`src/rtl/inputs_bank_pkg.sv`:
```
// Shared defaults and elaboration-time parameter checks for the double-buffered input bank.
package inputs_bank_pkg;

    localparam int DEF_WIDTH    = 32;
    localparam int DEF_RD_PORTS = 2;
    localparam int DEF_CNT_W    = 16;

    function automatic bit addr_w_ok(input int addr_w, input int width);
        return addr_w >= $clog2(width);
    endfunction

endpackage

```
`src/rtl/inputs_bank_rdport.sv`:
```
// One registered read port on the active bank; out-of-range addresses raise err_o.
module inputs_bank_rdport
    import inputs_bank_pkg::*;
#(
    parameter int WIDTH  = DEF_WIDTH,
    parameter int ADDR_W = $clog2(WIDTH)
) (
    input  logic              clk,
    input  logic              reset,
    input  logic              rd_en_i,
    input  logic [ADDR_W-1:0] addr_i,
    input  logic [WIDTH-1:0]  act_data_i,
    input  logic [WIDTH-1:0]  act_valid_i,
    output logic              data_o,
    output logic              valid_o,
    output logic              err_o
);

    localparam logic [ADDR_W:0] WIDTH_L = (ADDR_W + 1)'(WIDTH);

    logic data_q, data_d;
    logic valid_q, valid_d;
    logic err_q, err_d;
    logic in_range;

    always_comb begin
        in_range = {1'b0, addr_i} < WIDTH_L;
        data_d   = data_q;
        valid_d  = 1'b0;
        err_d    = 1'b0;
        if (rd_en_i) begin
            if (in_range) begin
                data_d  = act_data_i[addr_i];
                valid_d = act_valid_i[addr_i];
            end else begin
                data_d = 1'b0;
                err_d  = 1'b1;
            end
        end
    end

    always_ff @(posedge clk or posedge reset) begin
        if (reset) begin
            data_q  <= 1'b0;
            valid_q <= 1'b0;
            err_q   <= 1'b0;
        end else begin
            data_q  <= data_d;
            valid_q <= valid_d;
            err_q   <= err_d;
        end
    end

    assign data_o  = data_q;
    assign valid_o = valid_q;
    assign err_o   = err_q;

endmodule

```
`src/rtl/inputs_bank.sv`:
```
// Double-buffered input bit store: shadow bank fed by masked loads and bit writes,
// committed atomically into an active bank served by RD_PORTS registered read ports.
module inputs_bank
    import inputs_bank_pkg::*;
#(
    parameter int WIDTH         = DEF_WIDTH,
    parameter int ADDR_W        = $clog2(WIDTH),
    parameter int RD_PORTS      = DEF_RD_PORTS,
    parameter int CLR_ON_COMMIT = 1,
    parameter int CNT_W         = DEF_CNT_W
) (
    input  logic                       clk,
    input  logic                       reset,
    input  logic                       load_input,
    input  logic [WIDTH-1:0]           in_data,
    input  logic [WIDTH-1:0]           CLK_FLAGS,
    input  logic                       in_en,
    input  logic [ADDR_W-1:0]          wr_addr,
    input  logic                       val,
    input  logic                       commit,
    input  logic [RD_PORTS-1:0]        rd_en,
    input  logic [RD_PORTS*ADDR_W-1:0] rd_addr,
    output logic [RD_PORTS-1:0]        out_data,
    output logic [RD_PORTS-1:0]        out_valid,
    output logic [RD_PORTS-1:0]        rd_err,
    output logic                       dirty,
    output logic [CNT_W-1:0]           commit_cnt
);

    localparam logic [ADDR_W:0] WIDTH_L = (ADDR_W + 1)'(WIDTH);

    if (!addr_w_ok(ADDR_W, WIDTH) || WIDTH < 2 || WIDTH > 256 ||
        RD_PORTS < 1 || RD_PORTS > 4) begin : g_param_err
        $error("inputs_bank: illegal WIDTH/ADDR_W/RD_PORTS combination");
    end

    logic [WIDTH-1:0] sh_data_q, sh_data_d;
    logic [WIDTH-1:0] sh_valid_q, sh_valid_d;
    logic [WIDTH-1:0] act_data_q, act_valid_q;
    logic             dirty_q, dirty_d;
    logic [CNT_W-1:0] cnt_q, cnt_d;
    logic [WIDTH-1:0] wr_mask, ld_mask, touch;

    always_comb begin
        wr_mask = '0;
        if (in_en && ({1'b0, wr_addr} < WIDTH_L)) begin
            wr_mask[wr_addr] = 1'b1;
        end
        ld_mask = load_input ? CLK_FLAGS : '0;
        touch   = wr_mask | ld_mask;

        // The bit write overrides the bulk load on its own bit.
        sh_data_d = (sh_data_q & ~touch)
                  | (in_data & ld_mask & ~wr_mask)
                  | ({WIDTH{val}} & wr_mask);

        sh_valid_d = sh_valid_q | touch;
        if (commit && CLR_ON_COMMIT != 0) begin
            sh_valid_d = touch;
        end

        dirty_d = dirty_q;
        if (commit) begin
            dirty_d = 1'b0;
        end
        if (|touch) begin
            dirty_d = 1'b1;
        end

        cnt_d = commit ? cnt_q + CNT_W'(1) : cnt_q;
    end

    always_ff @(posedge clk or posedge reset) begin
        if (reset) begin
            sh_data_q   <= '0;
            sh_valid_q  <= '0;
            act_data_q  <= '0;
            act_valid_q <= '0;
            dirty_q     <= 1'b0;
            cnt_q       <= '0;
        end else begin
            sh_data_q  <= sh_data_d;
            sh_valid_q <= sh_valid_d;
            if (commit) begin
                act_data_q  <= sh_data_q;
                act_valid_q <= sh_valid_q;
            end
            dirty_q <= dirty_d;
            cnt_q   <= cnt_d;
        end
    end

    assign dirty      = dirty_q;
    assign commit_cnt = cnt_q;

    for (genvar p = 0; p < RD_PORTS; p++) begin : g_rdport
        inputs_bank_rdport #(
            .WIDTH  (WIDTH),
            .ADDR_W (ADDR_W)
        ) u_rdport (
            .clk         (clk),
            .reset       (reset),
            .rd_en_i     (rd_en[p]),
            .addr_i      (rd_addr[p*ADDR_W +: ADDR_W]),
            .act_data_i  (act_data_q),
            .act_valid_i (act_valid_q),
            .data_o      (out_data[p]),
            .valid_o     (out_valid[p]),
            .err_o       (rd_err[p])
        );
    end

endmodule

```
`config.mk`:
```
export PLATFORM = sky130hd
export DESIGN_NAME = inputs_bank
export DESIGN_NICKNAME = d
export VERILOG_FILES = /design/src/rtl/inputs_bank_pkg.sv /design/src/rtl/inputs_bank_rdport.sv /design/src/rtl/inputs_bank.sv
export SDC_FILE = /design/constraint.sdc
export NUM_CORES = 1
export LEC_CHECK = 0
export ABC_AREA = 1
export CAP_MARGIN = 5
export CORE_MARGIN = 2
export CORE_UTILIZATION = 25
export CTS_CLUSTER_SIZE = 8
export DETAILED_ROUTE_END_ITERATION = 16
export PLACE_DENSITY = 0.43
export SLEW_MARGIN = 15
export SYNTH_ARGS = -nofsm -noshare
export SYNTH_HDL_FRONTEND = slang
export SYNTH_SLANG_ARGS = --single-unit
```
`constraint.sdc`:
```
create_clock -name clk -period 4.96 [get_ports clk]
set_clock_uncertainty 0.1 [all_clocks]
set_input_delay 1.24 -clock clk [delete_from_list [all_inputs] [get_ports clk]]
set_output_delay 1.24 -clock clk [all_outputs]
set_load 0.01 [all_outputs]
```
==> flow_summary.toml <==
[logic_synthesis]
synth_top_area_share_pct = 48.11
synth_warnings = 0
synth_edf_count = 0
synth_cell_types = 30
async_reset_ff_share_pct = 100.0
synth_cells = 1039
ys_seq_area_share_pct = 48.11
synth-seq-cells = 149
yosysTopAreaCell = "dfrtp_1"
synth_area_per_cell_sq_um = 7.459
synth_area_leaders = "dfrtp_1 (48%), nand2_1 (19%), nand3_1 (7.8%)"
synth_ff_type = "dfrtp_1"
yosys-top-cells-count = "nand2_1 (402), dfrtp_1 (149), nand3_1 (121), inv_1 (81), o21ai_0 (59)"
netlist_area_sq_mm = 0.007750
yosysMostFrequentCell = "nand2_1"

[route]
drc = 0
drt-initial-drc-count = 443
avgViaCountPerCell = 4.633
first_pass_iters = 5
wirelength_microns = 25760
ant_nets = 0
dr_total_vias = 7103
routedWlPerCell_microns = 16.80

[global_route]
grt_max_degree = 84
grt_pass1_wl_microns = 40380
grt_use_total_pct = 16.12
grt_overflow = 0
grt_pass1_vias = 6889
antenna_found_initial = 0

[setup_path]
crit_slowest_cell = "clkdlybuf4s50_1"
crit_required_ns = 5.18
slowest_delay_ns = 0.92
crit_family = "buffers and inverters"
r2r_setup_slack_ns = 3.31
cp_common_cell = "nor2_1"
timing.critical_path.buf_inv = 2
critical_path_class = "in2reg"
worstSetupStartpointType = "primary input"
worstPathMaxFanout = 18
worstSetupEndpointType = "flop"
arrival_ns = 3.18
cp_cell_sequence = "clkdlybuf4s50_1 -> inv_2 -> a21oi_1 -> o21ai_0 -> a21oi_1 -> nor2_1 -> nor2_1 -> nor2_1"

[die]
die_area_sq_mm = 0.03242
initial_utilization_pct = 25.34
die_h_microns = 180.1
core_sq_mm = 0.03059
die_w_microns = 180.1
pin_count = 110
rows = 64

[layout]
drive_gt1_share_pct = 5.893
area.growth.synth_to_final_pct = 25.72
antenna_cells = 0
instances_no_fill = 1533
fin_nets = 1213

[sta]
hold_slack_ns = 0.3737
worstMarginPinSlew_ns = 0.9432
setup-tns-final_ns = 0
min_period_ns = 2.964
hold_viol = 0
rsz0062_at_grt = "false"
drv_slew = 0
fin_crit_sh_pct = 59.76
relSlewSlack_pct = 37.05
clock.fmax_mhz = 337.3
finalSetupViolCount = 0

[power_and_ir_drop]
irDropWorstVdd_uv = 241.0
power_leakage_nw = 4.721
power-per-cell-area_mw_per_mm2 = 352.9

[run_status]
status = "completed"

[clocking]
postCtsSetupBuffers = 0
cts-resized-gates = 0
cts.sinks = 149
h-tree-depth = 4
cts-buffers-inserted = 17
clk_latency_ns = 0.43
cts_tree = "built"
clkTransAtPathRegs_ns = 0.07
cts_hold_buf = 0
clockRootBuffer = "clkbuf_16"
cts_buffer_depth = 2

[min_path]
min_path_type = "reg2reg"

[place]
io_buffers = 107
dp.cells = 1502
hpwl_microns = 18980
place_congestion = 0.8294

[run]
cap_violations = 0
[through the flow]
step	setup WS, ns	util, %	total power, W	area [sq um]
floorplan	1.745	-	0.001838	7757
global placement	1.578	29.93	0.002128	9155
detailed placement	1.577	29.93	0.002131	9155
CTS	2.025	31.85	0.003480	9743
global route	1.870	31.85	0.003628	9743
finish	1.996	31.85	0.003439	9743
[worst min-delay path, delay by kind of cell (launching register included)]
kind / cells / cell delay [ns]
DFF: 1 / 0.34
and+or+nand+nor: 2 / 0.10
[metal layers]
layer | vias to the layer above | wire length (microns) | GRT usage, % | share of wire [%]
met5 | - | 0 | 0 | 0
met3 | 19 | 1048 | 2.930 | 4.1
li1 | 3552 | - | - | -
met2 | 184 | 10490 | 22.59 | 41
met1 | 3348 | 13920 | 25.26 | 54
met4 | 0 | 294 | 3.903 | 1.1
[registers in the layout (all words and copies together) (netlist names)]
name                       count
dirty                          1
g_rdport.u_rdport.data_o       2
commit_cnt                    16
act_data_q                    32
g_rdport.u_rdport.valid_o      2
sh_data_q                     32
sh_valid_q                    32
act_valid_q                   32
[cell families (layout without fill, tap and decap cells)]
| group | after synthesis | after routing | share of synthesized area [%] |
|---|---|---|---|
| compound gates | 115 | 115 | 8.896 |
| xor+xnor | 13 | 13 | 1.469 |
| fa+ha+maj | 1 | 1 | 0.1614 |
| buf+inv | 142 | 239 | 7.588 |
| flops | 149 | 149 | 48.11 |
| other cells | 1 | 2 | 0.04839 |
| simple gates | 618 | 618 | 33.73 |
[cell type report]
type | instances | area (sq um)
well taps | 396 | 495.5
clock inverters | 12 | 155.1
fillers | 3326 | 20850
multi-input cells | 749 | 3437
clock buffers | 19 | 432.9
flip-flops and latches | 149 | 3729
inverters | 91 | 345.3
repair buffers | 117 | 1149
[placed cells by master, fill, tap and decap left out, types with 3 or more instances in the layout]
cell type	n
nor2_1	53
dfrtp_1	149
clkbuf_16	17
xnor2_1	4
inv_2	10
xor2_1	9
clkinv_2	3
clkinvlp_4	3
nand3_1	121
a21oi_1	24
nor3_1	3
o221ai_1	20
o21ai_0	59
buf_4	9
nand4_1	22
nand3_2	5
a221oi_1	8
inv_1	79
nor2_2	4
nand2_1	402
bufinv_16	3
clkdlybuf4s50_1	105
[report_power, final]
group          switching, W  internal [W]
clock              0.000544      0.000791
combinational      0.000341      0.000253
sequential         0.000139       0.00137
[worst paths after layout]
path                                      from                           end  depth (start not counted)
min in group asynchronous                reset                 commit_cnt[0]                          2
worst max-delay path                rd_addr[1]  g_rdport[0].u_rdport.valid_o                          8
worst max register to register   commit_cnt[0]                commit_cnt[14]                          7
max in group asynchronous                reset                act_data_q[21]                          3
worst min register to register  sh_valid_q[24]               act_valid_q[24]                          2
worst min-delay path            sh_valid_q[24]               act_valid_q[24]                          2
Power figures use the tool's default switching activity.
==> patch, RTL diff (same flow settings) <==
Put one more register stage on the output `commit_cnt`, with the module's reset. The value now appears one clock later. The other outputs are not delayed to match.
--- a/src/rtl/inputs_bank.sv
+++ b/src/rtl/inputs_bank.sv
@@ -92,5 +92,11 @@
 
     assign dirty      = dirty_q;
-    assign commit_cnt = cnt_q;
+    always_ff @(posedge clk or posedge reset) begin
+        if (reset) begin
+            commit_cnt <= '0;
+        end else begin
+            commit_cnt <= cnt_q;
+        end
+    end
 
     for (genvar p = 0; p < RD_PORTS; p++) begin : g_rdport
Behaviour: not the same (Yosys sat finds a counterexample within 4 cycles, from zero or initial values and one cycle with reset high).
==> patch against the original RTL <==
- wire length increased by 0.59%
- sequential cell count rose by 16
- critical path depth up 2
- first-iteration DRC count increased by 7.7%
- worst setup slack lost 0.10 ns
- global-route usage fell by 0.14 points
- power increased by 5.7%
- sequential power up 11%
- utilization fell by 0.28 points
- die area rose by 4.9%
- synthesized area increased by 5.0%
- register-to-register slack is essentially flat
- design area up 4.6%
- critical path type unchanged
- largest cell class unchanged
==> patch: results (changes against the original RTL) <==
Placed design
The total cell area at the placement stage is 9600 um2 (+4.8%). The count of input and output buffers came to 107 (unchanged). The placer's final routability congestion estimate is 0.848 (+2.2%). The placed wire-length estimate came to 19.0 mm (about the same).

Min path
The worst hold path terminates at commit_cnt[11]. The worst hold path belongs to the class flip-flop to flip-flop. The number of cells traversed by the worst hold path is 0 (-2).

The worst min-delay path startpoint is cnt_q[11].

Power and ir drop
The internal power summed over all cells is 2.56 mW (+6.0%). The static leakage power was 4.86 nW (+3.0%). The worst IR drop on VDD is 0.000238 V (-1.2%).

Synthesis
In the synthesized netlist, the cells that appear most often are nand2_1, dfrtp_1, nand3_1. By area the synthesized netlist is led by dfrtp_1, nand2_1, nand3_1. The number of distinct library cells after synthesis came to 31 (+3.3%). The share of the yosys chip area belonging to registers was 0.507 (+0.0261).

Layout
The final antenna diode count is 0 (unchanged). The number of inserted filler cells in the final layout is 3467 (+4.2%). The number of nets in the final layout is 1234 (+1.7%).

The share of final-layout standard cells stronger than drive strength 1 is 0.0544 (-0.00452).

GRT
The maximum number of pins on one net before global-route repair was 81 (-3.6%). The number of global-route vias before repair is 6868 (-0.30%). The overall fraction of global-route tracks in use is 0.160 (-0.00141). The first-pass GRT wire length is 40.7 mm (+0.84%).

Worst setup path
The reg-to-reg critical path endpoint is cnt_q[14]. The data arrival at the endpoint of the critical path was 3.29 ns (+0.11 ns). The source of the worst register-to-register timing path is cnt_q[1]. The largest incremental delay on the critical path is 0.95 ns (+0.03 ns). The largest fanout on the critical path is 19 (+1). The register-to-register setup slack is 3.30 ns (about the same).

Clocking
The number of buffers added by the clock tree synthesis step is 17 (unchanged). The number of gates resized after cts is 0 (unchanged). The H-tree depth is 4 (unchanged). The clock network latency to the later pin of the worst-skew pair was 0.43 ns (about the same). The worst-case clock buffer depth is 2 (unchanged).

Route
The number of DRC markers after the initial detailed-route iteration is 477 (+7.7%). The routed wire length is 25.9 mm (+0.59%). The overall via count from detail_route was 7050 (-0.75%).

Timing
The post-route worst hold slack is 0.303 ns (-0.0704 ns). The worst-margin pin slew is 0.771 ns (-0.172 ns).

Outcome
The flow ran to the end, and the final reports show no timing, DRC or antenna violations.
-- patch: power by group through the flow --
stage | clock network [mW] | logic, mW | registers (mW)
2_1_floorplan | 0 | 0.361 | 1.65
3_3_place_gp | 0 | 0.605 | 1.70
3_5_place_dp | 0 | 0.608 | 1.69
4_1_cts | 1.39 | 0.611 | 1.67
5_1_grt | 1.45 | 0.690 | 1.70
6_report | 1.36 | 0.602 | 1.67
-- patch: cell type report --
cell class                 instances  area, um2  area share
inverter                         104        394      0.0387
multi-input combinational        742       3370       0.330
sequential                       165       4130       0.405
tap                              442        553      0.0543
timing repair buffer             116       1150       0.113
clock inverter                    12        143      0.0140
clock buffer                      19        453      0.0444
-- patch: cell families after synthesis --
kind of cell | count (synthesis) | synth area share
AND/OR/NAND/NOR | 582 | 0.295
flip-flops | 165 | 0.507
buffers and inverters | 153 | 0.0795
AO/OA/AOI/OAI | 145 | 0.103
XOR/XNOR | 12 | 0.0129
adder cells (fa/ha/maj) | 1 | 0.00154
other | 1 | 0.000461
-- patch: metal layers --
layer  part of all wire  track usage  vias to the layer above
met5                  0            0                        -
met3              0.040       0.0314                       16
met1               0.51        0.235                     3306
met2               0.44        0.240                      138
li1                   -            -                     3590
met4              0.010       0.0381                        0
-- patch: worst max-delay path by stage --
| stage | from | endpoint | cells after the start |
|---|---|---|---|
| 6_report | rd_addr[6] | g_rdport[1].u_rdport.valid_o | 10 |
| 5_1_grt | rd_addr[6] | g_rdport[1].u_rdport.valid_o | 10 |
| 4_1_cts | rd_addr[6] | g_rdport[1].u_rdport.valid_o | 10 |
| 3_5_place_dp | rd_addr[6] | g_rdport[1].u_rdport.valid_o | 10 |
| 3_3_place_gp | rd_addr[6] | g_rdport[1].u_rdport.valid_o | 10 |
| 2_1_floorplan | reset | act_data_q[0] | 1 |
-- patch: worst reg2reg max path: stages, from the launching register on --
cell and delay [ns]:
dfrtp_1 0.42, ha_1 0.19, nand3_1 0.10, nor2_1 0.18, nand2_1 0.12, nor3_2 0.18, nand3_1 0.13, xnor2_1 0.14
-- patch: metrics by stage --
stage / instances / worst slack (ns) / power (mW)
after detailed placement: 1569 / 1.50 / 2.30
after CTS: 1600 / 1.95 / 3.68
after global placement: 1569 / 1.47 / 2.30
after global routing: 1600 / 1.71 / 3.83
after floorplan: 1060 / 1.52 / 2.01
final: 1600 / 1.89 / 3.63
